**config.mk**
```make
export PLATFORM = sky130hd
export DESIGN_NAME = pipeline_ctrl
export DESIGN_NICKNAME = d
export VERILOG_FILES = /design/src/rtl/pipeline_ctrl_pkg.sv /design/src/rtl/pipeline_ctrl_load_use_detect.sv /design/src/rtl/pipeline_ctrl.sv
export SDC_FILE = /design/constraint.sdc
export NUM_CORES = 1
export LEC_CHECK = 0
export ABC_AREA = 1
export ABC_CLOCK_PERIOD_IN_PS = 1990
export CORE_MARGIN = 2
export CORE_UTILIZATION = 40
export DETAILED_ROUTE_END_ITERATION = 10
export HOLD_SLACK_MARGIN = 0.06
export RECOVER_POWER = 100
export SLEW_MARGIN = 10
export SYNTH_ARGS = -nofsm -noshare
export SYNTH_HDL_FRONTEND = slang
export SYNTH_SLANG_ARGS = --single-unit
export TNS_END_PERCENT = 100
```
**constraint.sdc**
```tcl
create_clock -name clk -period 1.99 [get_ports clk]
set_input_delay 0.398 -clock clk [delete_from_list [all_inputs] [get_ports clk]]
set_output_delay 0.398 -clock clk [all_outputs]
set_load 0.03 [all_outputs]
```
**src/rtl/pipeline_ctrl_pkg.sv**
```systemverilog
// Shared types and default geometry for the pipeline stall/flush controller.
package pipeline_ctrl_pkg;

    typedef enum logic [1:0] {
        RUN   = 2'd0,
        DRAIN = 2'd1,
        HALT  = 2'd2
    } pipe_state_t;

    localparam int unsigned DEF_NUM_STAGES       = 5;
    localparam int unsigned DEF_REG_ADDR_W       = 5;
    localparam int unsigned DEF_REDIRECT_STAGE   = 2;
    localparam int unsigned DEF_LOAD_USE_BUBBLES = 1;
    localparam int unsigned DEF_CNT_W            = 32;

endpackage

```
**src/rtl/pipeline_ctrl_load_use_detect.sv**
```systemverilog
// Combinational load-use hazard compare between the ID source registers and the EX load target.
module load_use_detect
    import pipeline_ctrl_pkg::*;
#(
    parameter int unsigned REG_ADDR_W = DEF_REG_ADDR_W
) (
    input  logic [REG_ADDR_W-1:0] id_rs1,
    input  logic [REG_ADDR_W-1:0] id_rs2,
    input  logic                  id_uses_rs1,
    input  logic                  id_uses_rs2,
    input  logic [REG_ADDR_W-1:0] ex_rd,
    input  logic                  ex_mem_read,
    output logic                  lu_hit_c
);

    logic rs1_match;
    logic rs2_match;

    assign rs1_match = id_uses_rs1 && (id_rs1 == ex_rd);
    assign rs2_match = id_uses_rs2 && (id_rs2 == ex_rd);

    // x0 is hard-wired, so a load into it never creates a dependency
    assign lu_hit_c  = ex_mem_read && (ex_rd != '0) && (rs1_match || rs2_match);

endmodule

```
**src/rtl/pipeline_ctrl.sv**
```systemverilog
// Centralised stall/flush controller: load-use, multi-cycle, redirect, fault drain/halt
// and saturating performance counters for the in-order pipeline.
module pipeline_ctrl
    import pipeline_ctrl_pkg::*;
#(
    parameter int unsigned NUM_STAGES       = DEF_NUM_STAGES,
    parameter int unsigned REG_ADDR_W       = DEF_REG_ADDR_W,
    parameter int unsigned REDIRECT_STAGE   = DEF_REDIRECT_STAGE,
    parameter int unsigned LOAD_USE_BUBBLES = DEF_LOAD_USE_BUBBLES,
    parameter int unsigned CNT_W            = DEF_CNT_W
) (
    input  logic                    clk,
    input  logic                    reset_n,
    input  logic [REG_ADDR_W-1:0]   id_rs1,
    input  logic [REG_ADDR_W-1:0]   id_rs2,
    input  logic                    id_uses_rs1,
    input  logic                    id_uses_rs2,
    input  logic [REG_ADDR_W-1:0]   ex_rd,
    input  logic                    ex_mem_read,
    input  logic                    ex_busy,
    input  logic                    ex_redirect,
    input  logic                    fault,
    input  logic                    resume,
    output logic                    pc_write,
    output logic [NUM_STAGES-2:0]   stage_stall,
    output logic [NUM_STAGES-2:0]   stage_flush,
    output logic                    halted,
    output logic [CNT_W-1:0]        stall_cycles,
    output logic [CNT_W-1:0]        flush_events
);

    localparam int unsigned P    = NUM_STAGES - 1;
    localparam int unsigned LU_W = $clog2(LOAD_USE_BUBBLES + 1);
    localparam int unsigned DR_W = $clog2(P + 1);

    // Registers younger than the redirect stage, and the register feeding it
    localparam logic [P-1:0] FRONT_MASK = P'((32'd1 << (REDIRECT_STAGE - 1)) - 32'd1);
    localparam logic [P-1:0] BUSY_FLUSH = P'(32'd1 << (REDIRECT_STAGE - 1));
    localparam logic [P-1:0] LU_STALL   = P'(1);
    localparam logic [P-1:0] LU_FLUSH   = P'(2);
    localparam logic [P-1:0] DR_FLUSH   = P'(1);

    pipe_state_t          state_q, state_d;
    logic [LU_W-1:0]      lu_cnt_q, lu_cnt_d;
    logic [DR_W-1:0]      drain_cnt_q, drain_cnt_d;
    logic [CNT_W-1:0]     stall_cycles_q, stall_cycles_d;
    logic [CNT_W-1:0]     flush_events_q, flush_events_d;

    logic                 lu_hit;
    logic                 core_pc_write;
    logic [P-1:0]         core_stall;
    logic [P-1:0]         core_flush;
    logic                 core_halted;
    logic                 stall_inc;
    logic                 flush_inc;

    load_use_detect #(
        .REG_ADDR_W (REG_ADDR_W)
    ) u_load_use_detect (
        .id_rs1      (id_rs1),
        .id_rs2      (id_rs2),
        .id_uses_rs1 (id_uses_rs1),
        .id_uses_rs2 (id_uses_rs2),
        .ex_rd       (ex_rd),
        .ex_mem_read (ex_mem_read),
        .lu_hit_c    (lu_hit)
    );

    // Next-state, counter updates and raw control outputs
    always_comb begin
        state_d       = state_q;
        lu_cnt_d      = lu_cnt_q;
        drain_cnt_d   = drain_cnt_q;
        core_pc_write = 1'b0;
        core_stall    = '0;
        core_flush    = '0;
        core_halted   = 1'b0;
        stall_inc     = 1'b0;
        flush_inc     = 1'b0;

        unique case (state_q)
            RUN: begin
                core_pc_write = 1'b1;
                if (fault) begin
                    state_d     = DRAIN;
                    drain_cnt_d = DR_W'(P - 1);
                    lu_cnt_d    = '0;
                end else if (ex_busy) begin
                    core_pc_write = 1'b0;
                    core_stall    = FRONT_MASK;
                    core_flush    = BUSY_FLUSH;
                end else if (ex_redirect) begin
                    core_flush = FRONT_MASK;
                    lu_cnt_d   = '0;
                    flush_inc  = 1'b1;
                end else if (lu_hit || (lu_cnt_q != '0)) begin
                    core_pc_write = 1'b0;
                    core_stall    = LU_STALL;
                    core_flush    = LU_FLUSH;
                    if (lu_cnt_q != '0) begin
                        lu_cnt_d = lu_cnt_q - LU_W'(1);
                    end else begin
                        lu_cnt_d = LU_W'(LOAD_USE_BUBBLES - 1);
                    end
                end
                stall_inc = !core_pc_write;
            end
            DRAIN: begin
                if (ex_busy) begin
                    core_stall = FRONT_MASK;
                    core_flush = BUSY_FLUSH;
                end else begin
                    core_flush = DR_FLUSH;
                end
                if (drain_cnt_q == '0) begin
                    state_d = HALT;
                end else begin
                    drain_cnt_d = drain_cnt_q - DR_W'(1);
                end
            end
            HALT: begin
                core_stall  = '1;
                core_halted = 1'b1;
                if (resume) begin
                    state_d = RUN;
                end
            end
            default: begin
                state_d = RUN;
            end
        endcase

        stall_cycles_d = stall_cycles_q;
        if (stall_inc && (stall_cycles_q != '1)) begin
            stall_cycles_d = stall_cycles_q + CNT_W'(1);
        end
        flush_events_d = flush_events_q;
        if (flush_inc && (flush_events_q != '1)) begin
            flush_events_d = flush_events_q + CNT_W'(1);
        end
    end

    always_ff @(posedge clk or negedge reset_n) begin
        if (!reset_n) begin
            state_q        <= RUN;
            lu_cnt_q       <= '0;
            drain_cnt_q    <= '0;
            stall_cycles_q <= '0;
            flush_events_q <= '0;
        end else begin
            state_q        <= state_d;
            lu_cnt_q       <= lu_cnt_d;
            drain_cnt_q    <= drain_cnt_d;
            stall_cycles_q <= stall_cycles_d;
            flush_events_q <= flush_events_d;
        end
    end

    // Reset forces a safe pipeline image without waiting for a clock edge
    assign pc_write     = reset_n && core_pc_write;
    assign stage_stall  = reset_n ? core_stall : '0;
    assign stage_flush  = reset_n ? core_flush : '1;
    assign halted       = reset_n && core_halted;
    assign stall_cycles = stall_cycles_q;
    assign flush_events = flush_events_q;

endmodule
```
; ---- Word-level counts from Yosys, hierarchy flattened
; Index checks and enable logic that the tools add are counted.
[op_classes]
n_addsub = 4
mux = 38
eq_ne = 11
reduce_logical = 19
[op_table]
columns = op, n
row1 = $add 32x1->32 const B, 2
row2 = $ne 32x32->1 const B, 2
row3 = $mux 1, 22
row4 = $mux 2, 8
row5 = $pmux 4 s3, 1
row6 = $eq 5x5->1, 2
row7 = $reduce_and 3->1, 3
row8 = $logic_and 1x1->1, 8
row9 = $mux 4, 2
row10 = $ne 2x2->1 const B, 4
row11 = $mux 3, 2
row12 = $pmux 2 s3, 1
row13 = $pmux 3 s2, 1
row14 = $reduce_bool 5->1, 1
row15 = $pmux 2 s2, 1
row16 = $logic_not 3->1, 1
row17 = $reduce_bool 3->1, 1
row18 = $sub 3x1->3 const B, 1
row19 = $eq 2x1->1 const B, 1
row20 = $eq 2x2->1 const B, 1
row21 = $logic_not 2->1, 1
row22 = $logic_or 1x1->1, 2
row23 = $ne 2x1->1 const B, 1
row24 = $reduce_bool 2->1, 1
row25 = other kinds (2), 2
[totals]
word_cells = 77
input_bits = 24
out_inout_bits = 74
reg_bits = 70

; ---- Longest topological paths before layout
; Gate-level depths: netlist of run 1.
[depth]
word_depth = 13
ltp_mapped = 12
ltp_nobuf = 11

; ---- By module
; A second synthesis of run 1 with hierarchy kept.
[hier_totals]
cells_unflattened = 780
area_unflattened_um2 = 4818.4
[by_module_without_submodules]
columns = mod, area_per_inst_um2, cells_per_inst, seq_area_each_um2, instances
row1 = pipeline_ctrl, 4601.9, 725, 1726.7, 1
row2 = load_use_detect, 216.5, 55, 0.0, 1

; ---- Worst setup path after synthesis of run 1
; No wires, ideal clock.
[synth_path]
path_type = input to output
startpoint = input port ex_rd[3]
endpoint = output port stage_stall[0]
n_path_buf = 0
setup_slack_ps = 96
t_arrival_ps = 1496
required_time_ps = 1592
path_stages = 10
cell_sequence = inv_1 > nand2_1 > nand2_1 > nor2_1 > nand3_1 > nand2_1 > nand2_1 > nand2_2 > nand2_1 > a21oi_1
[synth_between]
elab_chain_len = 11
word_cells_on_any_way = 15
cone_classes = eq/ne: 2 / mux: 6 / reduce/logical: 7
[synth_rtl]
columns = item, line
row1 = "start, declared", pipeline_ctrl.sv:18  ; input logic [REG_ADDR_W-1:0] ex_rd,
row2 = $eq 5x5->1 (on tied branches), "pipeline_ctrl_load_use_detect.sv:19, pipeline_ctrl_load_use_detect.sv:20"
row3 = $logic_and 1x1->1 (on tied branches), "pipeline_ctrl_load_use_detect.sv:19, pipeline_ctrl_load_use_detect.sv:20"
row4 = $logic_or 1x1->1, pipeline_ctrl_load_use_detect.sv:23  ; assign lu_hit_c = ex_mem_read && (ex_rd != '0) && (rs1_match || rs2_match);
row5 = $logic_and 1x1->1 (*), pipeline_ctrl_load_use_detect.sv:23
row6 = $logic_or 1x1->1 (*), pipeline_ctrl.sv:96  ; end else if (lu_hit || (lu_cnt_q != '0)) begin
row7 = $mux 1 (*), pipeline_ctrl.sv:96
row8 = $mux 1 (*), pipeline_ctrl.sv:92  ; end else if (ex_redirect) begin
row9 = $mux 1 (*), pipeline_ctrl.sv:88  ; end else if (ex_busy) begin
row10 = $mux 1 (*), pipeline_ctrl.sv:84  ; if (fault) begin
row11 = $pmux 4 s3 (*), pipeline_ctrl.sv:81  ; unique case (state_q)
row12 = $mux 4 (*), pipeline_ctrl.sv:161  ; assign stage_stall = reset_n ? core_stall : '0;
row13 = "end, declared", pipeline_ctrl.sv:25  ; output logic [NUM_STAGES-2:0] stage_stall,
; Mark *: on every way between the ends. The rest lies on a longest branch, timed or not.

; ---- Final worst setup path of run 1
[layout_path]
startpoint = register stall_cycles_q[14], in the netlist stall_cycles[14]
endpoint = output port stall_cycles[14]
[layout_rtl]
columns = item, line
row1 = "start, declared", pipeline_ctrl.sv:46  ; logic [CNT_W-1:0] stall_cycles_q, stall_cycles_d;
row2 = "start signal, assigned", pipeline_ctrl.sv:154  ; stall_cycles_q <= stall_cycles_d;
row3 = "end, declared", pipeline_ctrl.sv:28  ; output logic [CNT_W-1:0] stall_cycles,
; No word-level cell between the ends.

==> flow_metrics.env, run 1 <==
export IMPL_status="finished, final reports clean"
export IMPL_synth_seq_cells=69
export IMPL_die_h_um=115
export IMPL_crit_end="stall_cycles[14]"
export IMPL_crit_chain="clkdlybuf4s50_1"
export IMPL_final_core_util_pct=55.4
export IMPL_synth_cells=746
export IMPL_gp_congestion=0.924
export IMPL_crit_arrival_ns=1.56
export IMPL_drt_total_wl_um=15500
export IMPL_htreeDepth=3
export IMPL_vias=5267
export IMPL_yosys_area_top_type_share_pct=35.3
export IMPL_start_util_pct=40.9
export IMPL_power_mw=5.22
export IMPL_wl_per_cell_um=15.2
export IMPL_postSynthAreaPerCell_sq_um=6.55
export IMPL_worstSkewPairLatency_ns=0.35
export IMPL_r2r_slack_ns=0.11
export IMPL_maxCapViolations=0
export IMPL_coreArea_sq_um=12000
export IMPL_yosys_area_top_type="dfrtp_1"
export IMPL_cp_depth=1
export IMPL_rr_endpoint="stall_cycles[25]$_DFFE_PN0P_"
export IMPL_n_antenna_cell=0
export IMPL_end_kind="primary output"
export IMPL_final_hold_viol_count=0
export IMPL_grt_max_degree=42
export IMPL_syn2layout_area_growth_pct=35.7
export IMPL_grt_pass1_wl_um=25700
export IMPL_cts_sinks=69
export IMPL_timing_rr_start="state_q[1]$_DFFE_PN0P_"
export IMPL_worst_pin_slew_ns=1.10
export IMPL_leakage_nw=3.26
export IMPL_synth_fa_ha_area_share_pct=1.02
export IMPL_finalInstanceArea_sq_um=6630
export IMPL_yosysSeqAreaShare_pct=35.3
export IMPL_boundaryPins=98
export IMPL_path_class="flip-flop to primary output"
export IMPL_crit_start="stall_cycles[14]$_DFFE_PN0P_"
export IMPL_ir_drop_v=0.000614
export IMPL_crit_required_ns=1.59
export IMPL_cp_num_buf_inv=1
export IMPL_die_area_sq_um=13100
export IMPL_die_width_um=115
export IMPL_drtPass1Iterations=5
export IMPL_ys_types=32
export IMPL_ant_nets=0
export IMPL_reg2reg_depth=9
export IMPL_grt_pass1_vias=5085
export IMPL_root_buffer="clkbuf_16"
export IMPL_post_dp_hpwl_um=11100
export IMPL_setup_viol=0
export IMPL_cts_tree="yes"
export IMPL_synth_fp_nets=774
export IMPL_fin_worst_skew_ns=0.00441
export IMPL_synthTopCellsByArea="dfrtp_1, nand2_1, nor2_1"
export IMPL_cts_made_buffers=9
export IMPL_drcViolationCount=0
export IMPL_drt_iter0_markers=438
export IMPL_slew_headroom_pct=26.8
export IMPL_fmax_mhz=511
export IMPL_routed_via_density=5.16
export IMPL_placed_area_sq_um=6090
export IMPL_synthXorXnorAreaFrac_pct=6.81
export IMPL_p_per_area_nw_per_um2=787
export IMPL_finalMaxSlewViolations=0
export IMPL_num_rows=40
export IMPL_drive_gt1_share_pct=13.3
export IMPL_fin_nets=896
export IMPL_multiInputGateArea_sq_um=2870
export IMPL_grtUsageTotal_pct=25.1
export IMPL_start_kind="flip-flop"
export IMPL_yosysWarnings=0
export IMPL_regArea_sq_um=1730
export IMPL_crit_slowest_cell="clkdlybuf4s50_1"
export IMPL_max_stage_delay_ns=0.73
export IMPL_synth_mux_area_fraction_pct=0
export IMPL_grt_ovfl_total=0
export IMPL_hold_buffers=0
export IMPL_cp_max_fo=5
export IMPL_io_buffers=97
export IMPL_antenna_found_initial=0
export IMPL_synth_top_family_by_area="simple AND/OR/NAND/NOR gates"
export IMPL_clockBufferDepth=2
export IMPL_fillers=1168
export IMPL_fin_crit_ns=1.96
export IMPL_synth_simple_area_share_pct=45.4
export IMPL_syn_area_sq_um=4890
export IMPL_hold_class="input pin to async pin"
export IMPL_synth_compound_area_share_pct=3.43
export IMPL_rsz0062_at_grt="yes"
export IMPL_crit_family="buffers and inverters"
export IMPL_clk_pin_slew_ns=0.06
export IMPL_fin_crit_sh_pct=98.3
[kinds of logic (layout without fill, tap and decap cells)]
family	count (synthesis)	count (layout)
AND/OR/NAND/NOR	521	521
flip-flops	69	69
XOR/XNOR	38	38
buffers and inverters	88	215
AO/OA/AOI/OAI	26	26
adder cells (fa/ha/maj)	4	4
[final cells by class]
type / instances / share of cell area (%)
clock inverters: 6 / 0.585
repair buffers: 132 / 19.9
clock buffers: 10 / 3.60
multi-input cells: 589 / 43.2
inverters: 67 / 3.83
well taps: 147 / 2.77
flip-flops and latches: 69 / 26.1
[per-stage QoR]
| stage | instances | setup WS [ns] | TNS, ns | hold WS [ns] |
|---|---|---|---|---|
| after CTS | 1019 | -0.00947 | -0.00947 | 0.133 |
| after detailed placement | 992 | -0.302 | -5.80 | 0.504 |
| final | 1020 | 0.0342 | 0 | 0.275 |
| after global placement | 992 | -0.259 | -4.70 | 0.509 |
| after floorplan | 746 | 0.0962 | 0 | 0.102 |
| after global routing | 1020 | -0.0452 | -0.0863 | 0.316 |
[power breakdown]
group | switching [mW] | leakage (nW) | internal (mW)
Sequential | 0.192 | 0.932 | 1.59
Clock | 0.662 | 0.134 | 0.872
Combinational | 1.14 | 2.19 | 0.767
Total | 1.99 | 3.26 | 3.23
[worst register-to-register path, cell delays in order (launching register included)]
cell,delay [ns]
dfrtp_1,0.42
nor2_2,0.15
inv_2,0.06
nor2_4,0.16
buf_6,0.30
nand3_4,0.16
buf_12,0.16
bufbuf_16,0.26
nand2_1,0.06
nand2_1,0.05
[metal layers]
metal	up-vias	GRT usage, %	part of all wire (%)
met5	-	0	0
met4	0	9.02	2.1
met3	25	5.03	5.2
met2	156	40.6	49
met1	2485	33.5	44
li1	2601	-	-
[synth_stat cells (all sizes together)]
| master | number |
|---|---|
| inv | 67 |
| a31oi | 1 |
| o22ai | 1 |
| nor3 | 23 |
| a21boi | 1 |
| dfrtp | 69 |
| clkbuf | 1 |
| o21ai | 18 |
| nor2 | 99 |
| a21oi | 4 |
| o211ai | 1 |
| xnor2 | 10 |
| ha | 4 |
| nand2 | 324 |
| xor2 | 28 |
| nand3 | 25 |
| nand3b | 14 |
| nand4 | 36 |
| buf | 20 |
[repair_timing]
action,CTS,global route
pin swaps,14,17
gates cloned,3,0
buffers inserted,11,2
resized for setup,48,44
endpoints found under the setup margin,3,71
[registers in the layout (all words and copies together) (netlist names)]
register and flops:
stall_cycles 32, flush_events 32, state_q 2, drain_cnt_q 3
[cell usage in the layout (no fill, tap or decap), types with 10 or more instances in the layout]
master / Yosys / layout
nand2_1: 319 / 317
nor2_1: 96 / 92
dfrtp_1: 69 / 68
clkdlybuf4s50_1: 0 / 61
inv_1: 64 / 59
nand4_1: 36 / 36
xor2_1: 28 / 28
buf_4: 8 / 27
nand3_1: 23 / 20
nor3_1: 20 / 19
nand3b_1: 14 / 14
xnor2_1: 10 / 10
clkbuf_2: 0 / 10
[how the worst min path moves through the flow]
stage / start / end / slack, ns / cells after the start
after CTS: reset_n / state_q[1]$_DFFE_PN0P_ / 0.13 / 2
after detailed placement: reset_n / state_q[1]$_DFFE_PN0P_ / 0.50 / 2
after global placement: reset_n / state_q[1]$_DFFE_PN0P_ / 0.51 / 2
final: reset_n / flush_events[11]$_DFFE_PN0P_ / 0.28 / 2
after global routing: reset_n / stall_cycles[20]$_DFFE_PN0P_ / 0.32 / 2
after floorplan: reset_n / drain_cnt_q[0]$_DFFE_PN0P_ / 0.10 / 0
Note: power is estimated with default switching activity, not from simulation.
==> inputs of run 2 (changes only) <==
CELL_PAD_IN_SITES_DETAIL_PLACEMENT = 1   (was unset)
CELL_PAD_IN_SITES_GLOBAL_PLACEMENT = 1   (was unset)
CORE_MARGIN = unset   (was 2)
CORE_UTILIZATION = 37   (was 40)
PLACE_DENSITY_LB_ADDON = 0.1   (was unset)
==> run 2 against run 1 <==
Against the previous run:
- worst setup slack lost 0.026 ns
- final area decreased by 0.89%
- die area grew 4.2%
- sequential share of layout area is 0.23 points higher
- sequential power about the same
- clock skew up 0.0016 ns
- hold slack better by 0.0052 ns
- combinational power hardly changed
- largest power group unchanged
- highest routed layer unchanged
==> flow_metrics.env, run 2 (synthesized netlist as in run 1, its figures left out) <==
export IMPL_status="finished, final reports clean"
export IMPL_instances_no_fill=1041
export IMPL_n_antenna_cell=0
export IMPL_die_h_um=117
export IMPL_end_kind="primary output"
export IMPL_fin_crit_sh_pct=99.6
export IMPL_cp_max_fo=6
export IMPL_clk_pin_slew_ns=0.06
export IMPL_ir_drop_v=0.000593
export IMPL_final_common_cell="nand2_1"
export IMPL_crit_chain="clkdlybuf4s50_1"
export IMPL_grt_pass1_vias=5353
export IMPL_cts_made_buffers=9
export IMPL_boundaryPins=98
export IMPL_num_rows=41
export IMPL_finalMaxSlewViolations=0
export IMPL_drt_iter0_markers=402
export IMPL_power_mw=5.19
export IMPL_pre_cts_ws_ns=-0.374
export IMPL_setup_ws_ns=0.00867
export IMPL_leakage_nw=3.17
export IMPL_fmax_mhz=505
export IMPL_post_dp_hpwl_um=12800
export IMPL_worstSkewPairLatency_ns=0.34
export IMPL_drtPass1Iterations=5
export IMPL_crit_arrival_ns=1.58
export IMPL_cp_num_buf_inv=1
export IMPL_r2r_slack_ns=0.05
export IMPL_gp_congestion=0.904
export IMPL_max_stage_delay_ns=0.74
export IMPL_cts_sinks=69
export IMPL_most_common_layout_cells="nand2_1, nor2_1, dfrtp_1, clkdlybuf4s50_1, inv_1"
export IMPL_root_buffer="clkbuf_16"
export IMPL_rsz0062_at_grt="yes"
export IMPL_grtUsageTotal_pct=25.9
export IMPL_coreArea_sq_um=12800
export IMPL_syn2layout_area_growth_pct=34.5
export IMPL_busiest_layer="met2"
export IMPL_wl_per_cell_um=16.7
export IMPL_fin_worst_skew_ns=0.00600
export IMPL_clockBufferDepth=2
export IMPL_grt_pass1_wl_um=26900
export IMPL_die_width_um=117
export IMPL_drive_gt1_share_pct=12.5
export IMPL_drcViolationCount=0
export IMPL_htreeDepth=3
export IMPL_cts_tree="yes"
export IMPL_grtUsageMet3_pct=2.88
export IMPL_fin_crit_ns=1.98
export IMPL_grt_met2_usage_pct=42.5
export IMPL_fin_setup_tns_ns=0
export IMPL_slew_headroom_pct=52.6
export IMPL_crit_family="buffers and inverters"
export IMPL_vias=5385
export IMPL_hold_class="input pin to async pin"
export IMPL_grt_use_met1_pct=35.4
export IMPL_grt_ovfl_total=0
export IMPL_ant_nets=0
export IMPL_setup_viol=0
export IMPL_start_kind="flip-flop"
export IMPL_grt_max_degree=49
export IMPL_crit_slowest_cell="clkdlybuf4s50_1"
export IMPL_worst_pin_slew_ns=0.710
export IMPL_dp_cells=1016
export IMPL_antenna_found_initial=0
export IMPL_final_hold_viol_count=0
export IMPL_crit_required_ns=1.59
export IMPL_path_class="flip-flop to primary output"
export IMPL_holdWs_ns=0.280
export IMPL_hold_buffers=0
export IMPL_maxCapViolations=0
export IMPL_io_buffers=97
export IMPL_start_util_pct=38.3
export IMPL_p_per_area_nw_per_um2=790
export IMPL_die_area_sq_um=13700
export IMPL_fin_nets=892
export IMPL_routed_via_density=5.17
export IMPL_drt_total_wl_um=17400
[run 2: cell types whose count changed in the layout (fill, tap and decap cells not counted), moves of 3 or more]
cell             change
buf_12               -3
buf_4                +3
buf_6                -3
clkbuf_2             -5
clkdlybuf4s15_1      +3
clkdlybuf4s50_1      +3
nor2_1               -5
nor2_2               +4
[run 2: cell type report]
cell class                 count  area, sq um
fill                        1666         6200
multi-input combinational    589         2860
sequential                    69         1730
timing repair buffer         128         1240
clock buffer                  12          256
inverter                      67          256
tap                          172          215
clock inverter                 4         22.5
[run 2: what timing repair did]
action / in CTS / in global routing
setup buffers: 4 / 3
endpoints found under the hold margin: 0 / 0
endpoints found under the setup margin: 34 / 70
pin swaps: 11 / 16
resized for setup: 36 / 40
cloned: 0 / 3
[run 2: metal layers]
layer,up-vias,share of wire [%],routed length (um)
li1,2588,-,-
met1,2639,47,8220
met2,141,46,8050
met3,17,5.0,873
met4,0,1.4,237
met5,-,0,0
[run 2: per-stage QoR]
stage	util (%)	area, sq um
floorplan	-	4890
CTS	50.5	6440
global placement	47.9	6120
detailed placement	47.9	6120
finish	51.4	6570
global route	51.4	6570
[run 2: final timing paths]
path                                           endpoint  cells after the start                          from
min                         flush_events[0]$_DFFE_PN0P_                      2                       reset_n
max                                    stall_cycles[19]                      1  stall_cycles[19]$_DFFE_PN0P_
max in group asynchronous   stall_cycles[1]$_DFFE_PN0P_                      3                       reset_n
max reg2reg                stall_cycles[17]$_DFFE_PN0P_                     10   stall_cycles[1]$_DFFE_PN0P_
min in group clk             drain_cnt_q[2]$_DFFE_PN0P_                      2    drain_cnt_q[2]$_DFFE_PN0P_
min reg2reg                  drain_cnt_q[2]$_DFFE_PN0P_                      2    drain_cnt_q[2]$_DFFE_PN0P_
[run 2: where the power goes]
group	internal (mW)	switching, mW
logic	0.691	1.18
registers	1.59	0.198
clock network	0.905	0.629
total	3.18	2.01
==> inputs of run 3 (changes only) <==
ABC_CLOCK_PERIOD_IN_PS = unset   (was 1990)
==> results of run 3 <==
Same layout as run 2: the final DEF is identical, and so are final timing and power.
